**config.mk**
```make
export PLATFORM = sky130hd
export DESIGN_NAME = regwrite_arbiter
export DESIGN_NICKNAME = d
export VERILOG_FILES = /design/src/rtl/regwrite_arbiter.sv
export SDC_FILE = /design/constraint.sdc
export NUM_CORES = 1
export LEC_CHECK = 0
export CORE_ASPECT_RATIO = 0.5
export CORE_UTILIZATION = 39
export CTS_CLUSTER_DIAMETER = 40
export DETAILED_ROUTE_END_ITERATION = 16
export HOLD_SLACK_MARGIN = 0.05
export PLACE_DENSITY = 0.89
export SYNTH_ARGS = -nofsm -noshare
export SYNTH_HDL_FRONTEND = slang
export SYNTH_SLANG_ARGS = --single-unit
```
**constraint.sdc**
```tcl
create_clock -name clk -period 3.85 [get_ports clk]
set_input_delay 0.385 -clock clk [delete_from_list [all_inputs] [get_ports clk]]
set_output_delay 0.385 -clock clk [all_outputs]
set_load 0.01 [all_outputs]
```
**src/rtl/regwrite_arbiter.sv**
```systemverilog
// regwrite_arbiter
//   Four-requester register-file write arbiter. One requester is granted per
//   cycle (combinational one-hot gnt); the winner's destination/data are
//   registered and presented to the register file on the following cycle.
//   Writes to register 0 are granted but suppressed (rf_we stays low).
//
// Ports
//   clk          rising-edge clock
//   rst_n        asynchronous active-low reset
//   req[3:0]     write requests, bit i = requester i
//   dst0..dst3   destination register number per requester
//   data0..data3 write data per requester
//   gnt[3:0]     one-hot grant, combinational, same cycle as the winning req
//   sel[1:0]     registered index of the last winner
//   rf_we        registered register-file write enable
//   rf_waddr     registered write address
//   rf_wdata     registered write data
//   conflict     registered; 1 when the previous cycle had >= 2 requests
//
// Configuration
//   REGWRITE_FIXED_PRIO_EN  defined: fixed priority, lowest index wins, no
//                           round-robin pointer. Undefined: round-robin.

module regwrite_arbiter (
    input  logic        clk,
    input  logic        rst_n,
    input  logic [3:0]  req,
    input  logic [4:0]  dst0,
    input  logic [4:0]  dst1,
    input  logic [4:0]  dst2,
    input  logic [4:0]  dst3,
    input  logic [31:0] data0,
    input  logic [31:0] data1,
    input  logic [31:0] data2,
    input  logic [31:0] data3,
    output logic [3:0]  gnt,
    output logic [1:0]  sel,
    output logic        rf_we,
    output logic [4:0]  rf_waddr,
    output logic [31:0] rf_wdata,
    output logic        conflict
);

    logic        any;
    logic [1:0]  win;
    logic [4:0]  win_dst;
    logic [31:0] win_data;
    logic        multi;

`ifndef REGWRITE_FIXED_PRIO_EN
    // Index of the last winner; the search starts one above it.
    logic [1:0]  ptr;
    logic [1:0]  idx;
`endif

    always_comb begin
        any = 1'b0;
        win = '0;
`ifdef REGWRITE_FIXED_PRIO_EN
        for (int unsigned i = 0; i < 4; i++) begin
            if (!any && req[i]) begin
                any = 1'b1;
                win = 2'(i);
            end
        end
`else
        idx = '0;
        // k = 4 wraps to ptr itself, so the last winner is considered last.
        for (int unsigned k = 1; k <= 4; k++) begin
            idx = ptr + 2'(k);
            if (!any && req[idx]) begin
                any = 1'b1;
                win = idx;
            end
        end
`endif
        // No grants while held in reset.
        if (!rst_n) begin
            any = 1'b0;
        end
        gnt = any ? (4'b0001 << win) : '0;
    end

    always_comb begin
        win_dst  = '0;
        win_data = '0;
        case (win)
            2'd0: begin win_dst = dst0; win_data = data0; end
            2'd1: begin win_dst = dst1; win_data = data1; end
            2'd2: begin win_dst = dst2; win_data = data2; end
            default: begin win_dst = dst3; win_data = data3; end
        endcase
    end

    // More than one bit set <=> clearing the lowest set bit leaves something.
    assign multi = |(req & (req - 4'd1));

    always_ff @(posedge clk or negedge rst_n) begin
        if (!rst_n) begin
            sel      <= '0;
            rf_we    <= 1'b0;
            rf_waddr <= '0;
            rf_wdata <= '0;
            conflict <= 1'b0;
`ifndef REGWRITE_FIXED_PRIO_EN
            ptr      <= 2'd3;
`endif
        end else begin
            conflict <= multi;
            // Register 0 is hard-wired zero: grant it but never write it.
            rf_we    <= any && (win_dst != 5'd0);
            if (any) begin
                sel      <= win;
                rf_waddr <= win_dst;
                rf_wdata <= win_data;
`ifndef REGWRITE_FIXED_PRIO_EN
                ptr      <= win;
`endif
            end
        end
    end

endmodule

```
# [Yosys cells after proc, flatten, opt, wreduce, memory -nomap -nowiden]
# Index checks and enable logic that the tools add are counted.
[totals] register_bits=43 elab_cells=48
[classes] addsub=4 magnitude_cmp=4 eq_ne=2 n_shift=1 mux=20 bitwise=1 n_reduce_logical=10
[ops] op="$pmux 32 s3" n=1
[ops] op="$pmux 5 s3" n=1
[ops] op="$lt 2x3->1 const B" n=4
[ops] op="$mux 1" n=9
[ops] op="$bmux 1 s2" n=4
[ops] op="$mux 2" n=4
[ops] op="$reduce_bool 5->1" n=1
[ops] op="$add 2x2->2 const B" n=2
[ops] op="$and 4x4->4" n=1
[ops] op="$logic_and 1x1->1" n=4
[ops] op="$mux 4" n=1
[ops] op="$reduce_or 4->1" n=1
[ops] op="$shl 1x2->4 const A" n=1
[ops] op="$sub 4x1->4 const B" n=1
[ops] op="$logic_not 1->1" n=3
[ops] op="$add 2x1->2 const B" n=1
[ops] op="$eq 2x1->1 const B" n=1
[ops] op="$eq 2x2->1 const B" n=1
[ops] op="$logic_not 2->1" n=1

# [Depth between registers and ports, before layout]
# Gate-level depths: netlist of the first run.
[logic_depth] depth_word=17 depth_mapped=9 mapped_depth_nobuf=6

# [Worst setup path after synthesis of the first run]
# OpenSTA, ideal clock, no wires.
[synth_path] kind="flip-flop to flip-flop" startpoint="register ptr[1]" endpoint="register rf_we" t_arrival_ns=1.996 required_time_ns=3.766 slack_ns=1.771 path_stages_with_launch=8 cell_sequence="dfstp_2 > buf_2 > mux2i_1 > a2bb2oi_1 > and2_1 > clkbuf_1 > mux2_2 > a41oi_2"
[synth_via] elab_chain_len=17 word_cells_on_any_way=32 cone_classes="3 x add/sub; 2 x eq/ne; 18 x mux; 9 x reduce/logical"
[synth_lines] item="start: declaration" line="52" source="logic [1:0] ptr;"
[synth_lines] item="start signal: assignment" line="117" source="ptr <= win;"
[synth_lines] item="$add 2x1->2" line="70" source="idx = ptr + 2'(k);"
[synth_lines] item="$bmux 1 s2" line="71" source="if (!any && req[idx]) begin"
[synth_lines] item="$mux 1 (not written as such)" line="71"
[synth_lines] item="$mux 1" line="71"
[synth_lines] item="$logic_not 1->1" line="71"
[synth_lines] item="$logic_and 1x1->1" line="71"
[synth_lines] item="$mux 1" line="71"
[synth_lines] item="$logic_not 1->1" line="71"
[synth_lines] item="$logic_and 1x1->1" line="71"
[synth_lines] item="$mux 1" line="71"
[synth_lines] item="$logic_not 1->1" line="71"
[synth_lines] item="$logic_and 1x1->1" line="71"
[synth_lines] item="$mux 2" line="71"
[synth_lines] item="$eq 2x2->1 (tied with other cells)" line="87" source="case (win)"
[synth_lines] item="$pmux 5 s3" line="87"
[synth_lines] item="$reduce_bool 5->1" line="111" source="rf_we <= any && (win_dst != 5'd0);"
[synth_lines] item="$logic_and 1x1->1 *" line="111"
[synth_lines] item="end signal: assignment" line="111"
[synth_lines] item="end: declaration" line="38" source="output logic rf_we,"
# Every way passes the cells marked *; elsewhere a longest branch is shown, timed or not. The select of a mux whose other input is x is not followed.
# A chain may end at the register's enable or synchronous reset.

# [Worst setup path after layout of the first run]
[layout_path] startpoint="input port req[3]" endpoint="output port gnt[2]"
[layout_via] elab_chain_len=14 word_cells_on_any_way=25 cone_classes="1 x shift; 18 x mux; 6 x reduce/logical"
[layout_lines] item="start: declaration" line="27" source="input logic [3:0] req,"
[layout_lines] item="$bmux 1 s2" line="71"
[layout_lines] item="$mux 1 (not written as such)" line="71"
[layout_lines] item="$mux 1" line="71"
[layout_lines] item="$logic_not 1->1" line="71"
[layout_lines] item="$logic_and 1x1->1" line="71"
[layout_lines] item="$mux 1" line="71"
[layout_lines] item="$logic_not 1->1" line="71"
[layout_lines] item="$logic_and 1x1->1" line="71"
[layout_lines] item="$mux 1" line="71"
[layout_lines] item="$logic_not 1->1" line="71"
[layout_lines] item="$logic_and 1x1->1" line="71"
[layout_lines] item="$mux 2 or $mux 1 (tied branches)" line="71"
[layout_lines] item="$shl 1x2->4 or $mux 1 (tied branches)" line="81, 78"
[layout_lines] item="$mux 4 *" line="81" source="gnt = any ? (4'b0001 << win) : '0;"
[layout_lines] item="end: declaration" line="36" source="output logic [3:0] gnt,"
# Marked as above.

==> flow_summary.ini, run 1 <==
[synth]
ys_seq_elements = 43
post_synth_inst_count = 401
synth_enable_flop_cells = 0
yosysSeqAreaShare = 0.368
yosys_warnings = 0
synthDistinctLibCells = 35
syn-cell-area_um2 = 2930
synth_async_sr_flop_share = 1.00
ys.flop_type = dfrtp_1
synth_fp_nets = 555
post_synth.cell_area_avg_um2 = 7.31

[drt]
drt_pass1_iterations = 5
initialDrtViolationCount = 241
post_drt_via_cell_ratio = 5.19
drt_wl_total_um = 10200
drt_drc_violations_left = 0
routed-via-count = 3491
drtAntennaViolNets = 0
wire_per_inst_um = 15.1

[sta]
slew-limit-headroom = 0.525
period_needed_ns = 3.05
accumulated_negative_setup_slack_ns = 0
fmax_ghz = 0.328
setup_violations = 0
rsz0062_at_grt = false
worst-slew-pin-transition_ns = 0.713
skew_ns = 0.00238
final_min_period_over_clock_period = 0.793
hold_slack_ns = 0.298
maxSlewViolCount = 0
timing_hold_violations_final = 0

[critical_path]
crit_slowest_cell = clkdlybuf4s50_1
cp_data_required_time_ns = 3.46
critical_path.top_delay_family = buffers and inverters
timing.setup.critical_path_class = in -> out
setup.worst_path.end_class = output port
critical_path_buf_inv_count = 2
worstPathCellList = clkdlybuf4s50_1, and3b_1, a31oi_1, nand2_2, nor3_1, clkdlybuf4s50_1
timing.critical_path.slowest_cell_delay_ns = 0.66
worst-path-max-fanout = 17
timing.critical_path.arrival_ns = 2.67
cp_common_cell = clkdlybuf4s50_1
cp-start-kind = input port

[cts]
cts.repair.resized = 0
ctsHtreeMaxLevel = 2
tritoncts = yes
cts_setup_buffers = 0
numClockSinks = 43
clk_root_buffer_cell = clkbuf_16
clock_insertion_delay_worst_skew_ns = 0.28
ctsLongestPathBuffers = 2
clk_pin_slew_worst_paths_ns = 0.06
tritoncts.num_buffers = 5
cts_hold_repair.buffers = 0

[floorplan]
placeableCoreArea_um2 = 6960
die_w_um = 125
floorplan.initialDensity = 0.421
top_level_ports = 199
die_y_um = 63.3
rows = 21
design.die.area_um2 = 7890

[pwr]
vdd_ir_drop_max_v = 0.000203
p_leak_nw = 2.30
power-per-cell-area_nw_per_um2 = 406
p_total_mw = 2.06

[placed_design]
dp_hpwl_um = 7440
port_buffers = 198
place_area_um2 = 4930
finalWeightedCongestion = 0.854

[final_layout]
final_core_utilization = 0.729
final-seq-area_um2 = 1080
antenna_cells = 0
non_filler_cell_area_final_um2 = 5070
syn_to_final_growth_pct = 73.1
multi_input_area_um2 = 1700
layout_fillers = 517
layout-drive-gt1-share = 0.0430
nNetsFinal = 734

[grt]
global_route_wire_length_before_repair_um = 16500
grt_start_max_net_pins = 65
vias_in_the_first_global_route = 3279
antenna_found_initial = 0
globalRouteTotalUtil = 0.260
grt.overflow.total = 0

[min_path]
min-delay-path-class = in -> async

[job]
max_cap_violations = 0

[run_status]
run_status = finished, final reports clean
## per-stage QoR
| stage | setup slack (ns) | std cells |
|---|---|---|
| 4_1_cts | 0.832 | 673 |
| 5_1_grt | 0.661 | 673 |
| 3_3_place_gp | 0.959 | 665 |
| 6_report | 0.798 | 673 |
| 2_1_floorplan | 1.77 | 401 |
| 3_5_place_dp | 0.828 | 665 |
## layout by cell type, fill, tap and decap left out, types with 2 or more instances in the layout
cell type / instances
o21ai_0: 11
a21oi_1: 3
inv_1: 2
dfrtp_1: 41
clkdlybuf4s50_1: 197
nand2_1: 171
buf_4: 7
nor2_1: 3
mux2i_1: 7
mux2_2: 3
nor2b_1: 2
o31ai_1: 32
nand3_1: 4
o211ai_1: 2
dfstp_2: 2
and3_1: 65
clkbuf_16: 5
nor3_1: 3
## state kept, by name, summed over array words and instances, names as in the netlist
register / cells
rf_wdata: 32
rf_waddr: 5
ptr: 2
sel: 2
conflict: 1
rf_we: 1
## synth_stat cells, types with 2 or more instances
master,n,share of area
nand2_1,172,0.22
dfrtp_1,41,0.35
a21oi_1,3,0.0051
mux2i_1,7,0.024
mux2_2,3,0.012
nor2b_1,2,0.0043
o211ai_1,2,0.0051
nor2_1,3,0.0038
dfstp_2,2,0.018
buf_4,2,0.0051
inv_1,2,0.0026
o21ai_0,11,0.019
and3_1,65,0.14
o31ai_1,32,0.082
nand3_1,4,0.0068
buf_2,12,0.020
nor3_1,3,0.0051
clkbuf_1,18,0.023
## kinds of logic (layout without fill, tap and decap cells)
| family | count (synthesis) | in the layout | share of synthesized area |
|---|---|---|---|
| flops | 43 | 43 | 0.368 |
| compound gates | 59 | 59 | 0.148 |
| buf+inv | 35 | 215 | 0.0551 |
| fa+ha+maj | 1 | 1 | 0.00341 |
| simple gates | 253 | 253 | 0.390 |
| mux | 10 | 10 | 0.0354 |
## final cells by class
class,count,share of cell area
repair buffers,205,0.400
multi-input cells,323,0.336
flip-flops and latches,43,0.213
clock buffers,6,0.0254
well taps,92,0.0227
clock inverters,2,0.00247
inverters,2,0.00148
## worst paths after layout
kind / from / to / slack (ns) / depth (start not counted)
hold reg to reg: rf_wdata[7] / rf_wdata[7] / 0.47 / 2
setup / recovery: req[3] / gnt[2] / 0.80 / 6
setup reg to reg: ptr[1] / rf_we / 1.33 / 7
max in group asynchronous: rst_n / rf_wdata[8] / 3.17 / 2
hold / removal: rst_n / rf_waddr[4] / 0.30 / 2
min in group clk: rf_wdata[7] / rf_wdata[7] / 0.47 / 2
## report_power, final
part           switching [mW]  internal [mW]  leakage (nW)
Sequential             0.0633          0.568         0.516
Combinational           0.476          0.542          1.72
Clock                   0.172          0.239        0.0669
## worst reg2reg max path, delay by kind of cell (launching register included)
| family | cells | cell delay, ns |
|---|---|---|
| flops | 1 | 0.61 |
| buf+inv | 1 | 0.55 |
| simple gates | 2 | 0.52 |
| mux | 2 | 0.47 |
| compound gates | 2 | 0.29 |
## metal layers
metal	vias to the layer above	global-route usage	wire, µm
li1	1726	-	-
met1	1619	0.324	4140
met2	126	0.470	5330
met3	20	0.0391	494
met4	0	0.0693	207
met5	-	0	0
Power figures use the tool's default switching activity.
==> run 2: changes to the inputs <==
- CORE_UTILIZATION: 39 -> 33
- PLACE_DENSITY: 0.89 -> 0.81
- clock period: 3.85 -> 2.5 ns (I/O delays scaled with it)
==> run 2 against run 1 <==
Against the previous run:
- first-iteration DRC count is 20% lower
- design area is 3.3% higher
- cell count increased by 4.8%
- clock power increased by 67%
- sequential share of layout area is 0.67 points lower
- combinational power is 60% higher
- critical endpoint unchanged
- non-clock buffer count increased by 12
==> flow_summary.ini, run 2 (synthesis gave the netlist of run 1 again) <==
[grt]
antenna_found_initial = 0
global_route_wire_length_before_repair_um = 15900
grt.overflow.total = 0
grt_start_max_net_pins = 64
vias_in_the_first_global_route = 3241
globalRouteTotalUtil = 0.219

[final_layout]
nNetsFinal = 746
non_filler_cell_area_final_um2 = 5240
multi_input_area_um2 = 1720
layout_fillers = 722
antenna_cells = 0
largest_reg_flops = 32
mostFrequentLayoutCell = clkdlybuf4s50_1
fin_cells = 705
layout-drive-gt1-share = 0.0675
reg_top3 = rf_wdata: 32 flops, rf_waddr: 5 flops
final-seq-area_um2 = 1080
syn_to_final_growth_pct = 78.7
layout_common_cells = clkdlybuf4s50_1, nand2_1, and3_1, dfrtp_1, o31ai_1
largest-register = rf_wdata

[critical_path]
timing.critical_path.arrival_ns = 2.25
cp-start-kind = register
worst-path-max-fanout = 8
timing.setup.critical_path_class = reg -> out
crit_start = ptr[1]
crit-reg2reg-launch = ptr[1]
setup.worst_path.end_class = output port
cp_data_required_time_ns = 2.25

[drt]
wire_per_inst_um = 14.7
drt_wl_total_um = 10400
routed-via-count = 3504
drt_drc_violations_left = 0
drt_pass1_iterations = 4
post_drt_via_cell_ratio = 4.97
drtAntennaViolNets = 0
initialDrtViolationCount = 193

[placed_design]
port_buffers = 198
post-place-ws_ns = 0.117
placedCellCount = 696
dp_hpwl_um = 8040
place_area_um2 = 5050
finalWeightedCongestion = 0.814

[sta]
skew_ns = 0.00460
worst-slew-pin-transition_ns = 0.592
fmax_ghz = 0.401
maxSlewViolCount = 0
slew-limit-headroom = 0.605
final_min_period_over_clock_period = 0.998
period_needed_ns = 2.50
worst_slack_ns = 0.00439
setup_violations = 0
timing_hold_violations_final = 0

[floorplan]
floorplan.initialDensity = 0.354
die_w_um = 135
placeableCoreArea_um2 = 8290
design.die.area_um2 = 9290
die_y_um = 68.6
top_level_ports = 199
rows = 23

[cts]
clk_pin_slew_worst_paths_ns = 0.06
tritoncts.num_buffers = 5
clock_insertion_delay_worst_skew_ns = 0.28
clk_root_buffer_cell = clkbuf_16
tritoncts = yes
ctsLongestPathBuffers = 2
cts_setup_buffers = 0
numClockSinks = 43
ctsHtreeMaxLevel = 2

[run_status]
run_status = finished, final reports clean

[min_path]
min-delay-path-class = in -> async

[pwr]
vdd_ir_drop_max_v = 0.000354
p_leak_nw = 2.39
power-per-cell-area_nw_per_um2 = 628

[job]
max_cap_violations = 0
run 2: cell type report:
cell class | count | area share
Timing Repair Buffer | 217 | 0.408
Multi-Input combinational cell | 323 | 0.329
Sequential cell | 43 | 0.206
Clock buffer | 8 | 0.0298
Tap cell | 112 | 0.0267
Inverter | 2 | 0.00143
run 2: what timing repair did:
action / 4_1_cts / 5_1_grt
setup endpoints to repair: 1 / 2
gates resized for setup: 1 / 5
hold buffers: 1 / 0
hold endpoints to repair: 6 / 0
run 2: final timing paths:
kind / to / slack [ns] / cells past startpoint
max: gnt[2] / 0.004 / 5
min: rf_wdata[11] / 0.38 / 2
max reg2reg: rf_we / 0.37 / 7
min reg2reg: rf_wdata[17] / 0.48 / 2
max in group asynchronous: ptr[0] / 1.35 / 3
min in group clk: rf_wdata[17] / 0.48 / 2
run 2: stage by stage:
stage	util	TNS [ns]	power (mW)	hold WS (ns)
finish	0.632	0	3.29	0.375
CTS	0.630	0	3.31	0.348
global placement	0.610	0	2.58	0.117
global route	0.632	-0.0333	3.50	0.392
floorplan	-	0	1.78	-0.0456
detailed placement	0.610	0	2.61	0.113
run 2: worst max-delay path, cell delays in order (launching register included):
cell and delay, ns:
dfstp_2 0.62, mux2i_1 0.26, a2bb2oi_2 0.20, nand2_2 0.12
nor3_1 0.20, clkdlybuf4s50_1 0.56
run 2: power by group:
part	internal, mW	total (mW)	switching (mW)	leakage, nW
clock network	0.426	0.686	0.260	0.0772
registers	0.875	0.975	0.101	0.516
logic	0.883	1.63	0.746	1.80
total	2.18	3.29	1.11	2.39
run 2: per-layer routing:
metal	up-vias	GRT usage	routed length (µm)
met5	-	0	0
met3	21	0.0373	352
met4	0	0.0772	272
met2	90	0.397	5250
met1	1644	0.269	4510
li1	1749	-	-
==> run 3: changes to the inputs <==
- SETUP_SLACK_MARGIN: not set -> 0.5
==> run 3 against run 2 <==
Against the previous run:
- design area increased by 12%
- non-clock buffer count increased by 22
- register-to-register slack worse by 0.14 ns
- flip-flop and latch count is the same
- maximum frequency up 9.7%
- largest power group unchanged
==> flow_summary.ini, run 3 (synthesis gave the netlist of run 1 again) <==
[pwr]
vdd_ir_drop_max_v = 0.000436
p_int_mw = 2.48
clock_group_share_of_total_power = 0.169
power.share.combinational = 0.579
power-per-cell-area_nw_per_um2 = 663
p_total_mw = 3.88
p_leak_nw = 2.61
power.switching_mw = 1.40
sw_share = 0.360
share_seq_of_total_power = 0.252

[placed_design]
place_area_um2 = 5060
port_buffers = 198
dp_hpwl_um = 7740
finalWeightedCongestion = 0.838

[critical_path]
critical_path_buf_inv_count = 4
critical_path.top_delay_family = flip-flops
timing.setup.critical_path_class = reg -> reg
timing.critical_path.slowest_cell_delay_ns = 0.60
worst-path-max-fanout = 6
cp-start-kind = register
crit_slowest_cell = dfstp_2
timing.critical_path.arrival_ns = 2.43
ff2ff_path_depth = 10
crit_cells = 10
cp_common_cell = buf_6
cp_data_required_time_ns = 2.65
setup.worst_path.end_class = register
worstPathCellList = buf_6, and3b_2, a31oi_4, nand2_4, buf_6, buf_6, clkbuf_16, nand2_1, and3_1, o31ai_1

[final_layout]
layout_common_cells = clkdlybuf4s50_1, nand2_1, and3_1, dfrtp_1, o31ai_1
layout-drive-gt1-share = 0.185
reg_top3 = rf_wdata: 32 flops, rf_waddr: 5 flops
syn_to_final_growth_pct = 99.7
final-seq-area_um2 = 1080
layout_fillers = 590
non_filler_cell_area_final_um2 = 5850
largest_reg_flops = 32
largest-register = rf_wdata
nNetsFinal = 768
multi_input_area_um2 = 1940
mostFrequentLayoutCell = clkdlybuf4s50_1

[grt]
grt_start_max_net_pins = 80
antenna_found_initial = 1
vias_in_the_first_global_route = 3460
globalRouteTotalUtil = 0.241
grt.overflow.total = 0
global_route_wire_length_before_repair_um = 17200

[sta]
slew-limit-headroom = 0.613
rsz0062_at_grt = true
final_min_period_over_clock_period = 0.910
timing_hold_violations_final = 0
worst-slew-pin-transition_ns = 0.580
skew_ns = 0.00219
accumulated_negative_setup_slack_ns = 0
setup_violations = 0
fmax_ghz = 0.440
maxSlewViolCount = 0
period_needed_ns = 2.27

[floorplan]
floorplan.initialDensity = 0.354
rows = 23
die_y_um = 68.6
die_w_um = 135
design.die.area_um2 = 9290
placeableCoreArea_um2 = 8290
top_level_ports = 199

[job]
max_cap_violations = 0

[drt]
routed-via-count = 3948
initialDrtViolationCount = 352
wire_per_inst_um = 19.5
post_drt_via_cell_ratio = 5.42
drt_pass1_iterations = 5
drt_drc_violations_left = 0
drt_wl_total_um = 14200
drtAntennaViolNets = 0

[cts]
ctsHtreeMaxLevel = 2
ctsLongestPathBuffers = 2
tritoncts = yes
numClockSinks = 43
clk_root_buffer_cell = clkbuf_16
clk_pin_slew_worst_paths_ns = 0.06
clock_insertion_delay_worst_skew_ns = 0.29
tritoncts.num_buffers = 5

[min_path]
min-delay-path-class = in -> async

[run_status]
run_status = finished, final reports clean
run 3: final timing paths:
path / from / endpoint / slack, ns
hold / removal: rst_n / rf_wdata[13] / 0.35
max in group asynchronous: rst_n / rf_wdata[21] / 1.37
min in group clk: rf_wdata[11] / rf_wdata[11] / 0.47
setup reg to reg: ptr[1] / rf_wdata[31] / 0.23
hold reg to reg: rf_wdata[11] / rf_wdata[11] / 0.47
setup / recovery: ptr[1] / rf_wdata[31] / 0.23
run 3: worst register-to-register path, stage by stage, from the launching register on:
cell and delay, ns:
dfstp_2 0.60, buf_6 0.12, and3b_2 0.24, a31oi_4 0.06, nand2_4 0.10, buf_6 0.14
buf_6 0.14, clkbuf_16 0.15, nand2_1 0.06, and3_1 0.18, o31ai_1 0.34
run 3: final cells by class:
class	count	area share
repair buffers	239	0.435
multi-input cells	323	0.332
flip-flops and latches	43	0.184
well taps	112	0.0239
clock buffers	7	0.0227
inverters	2	0.00128
clock inverters	1	0.000855
diodes	1	0.000428
run 3: routing by layer:
| layer | vias to the layer above | share of wire | track usage |
|---|---|---|---|
| met2 | 238 | 0.50 | 0.449 |
| li1 | 1804 | - | - |
| met1 | 1840 | 0.39 | 0.282 |
| met3 | 66 | 0.058 | 0.0409 |
| met4 | 0 | 0.051 | 0.0983 |
| met5 | - | 0 | 0 |
run 3: through the flow:
step	instances	setup WS (ns)	hold WS (ns)	util
2_1_floorplan	401	0.511	-0.0456	-
3_3_place_gp	693	0.132	0.0685	0.610
3_5_place_dp	693	0.0730	0.0664	0.610
4_1_cts	717	0.437	0.300	0.657
5_1_grt	728	0.165	0.338	0.706
6_report	728	0.225	0.350	0.706
run 3: timing repair:
item	in CTS	in global routing
endpoints found under the setup margin	37	42
hold buffers	1	0
pin swaps	12	30
gates cloned	3	5
hold endpoints to repair	1	0
setup buffers	12	5
resized for setup	38	62
run 3: power groups by stage:
| stage | Sequential, mW | Combinational (mW) | Clock (mW) |
|---|---|---|---|
| 2_1_floorplan | 1.05 | 0.724 | 0 |
| 3_3_place_gp | 0.976 | 1.60 | 0 |
| 3_5_place_dp | 0.986 | 1.62 | 0 |
| 4_1_cts | 0.974 | 1.85 | 0.654 |
| 5_1_grt | 1.00 | 2.36 | 0.686 |
| 6_report | 0.979 | 2.24 | 0.656 |
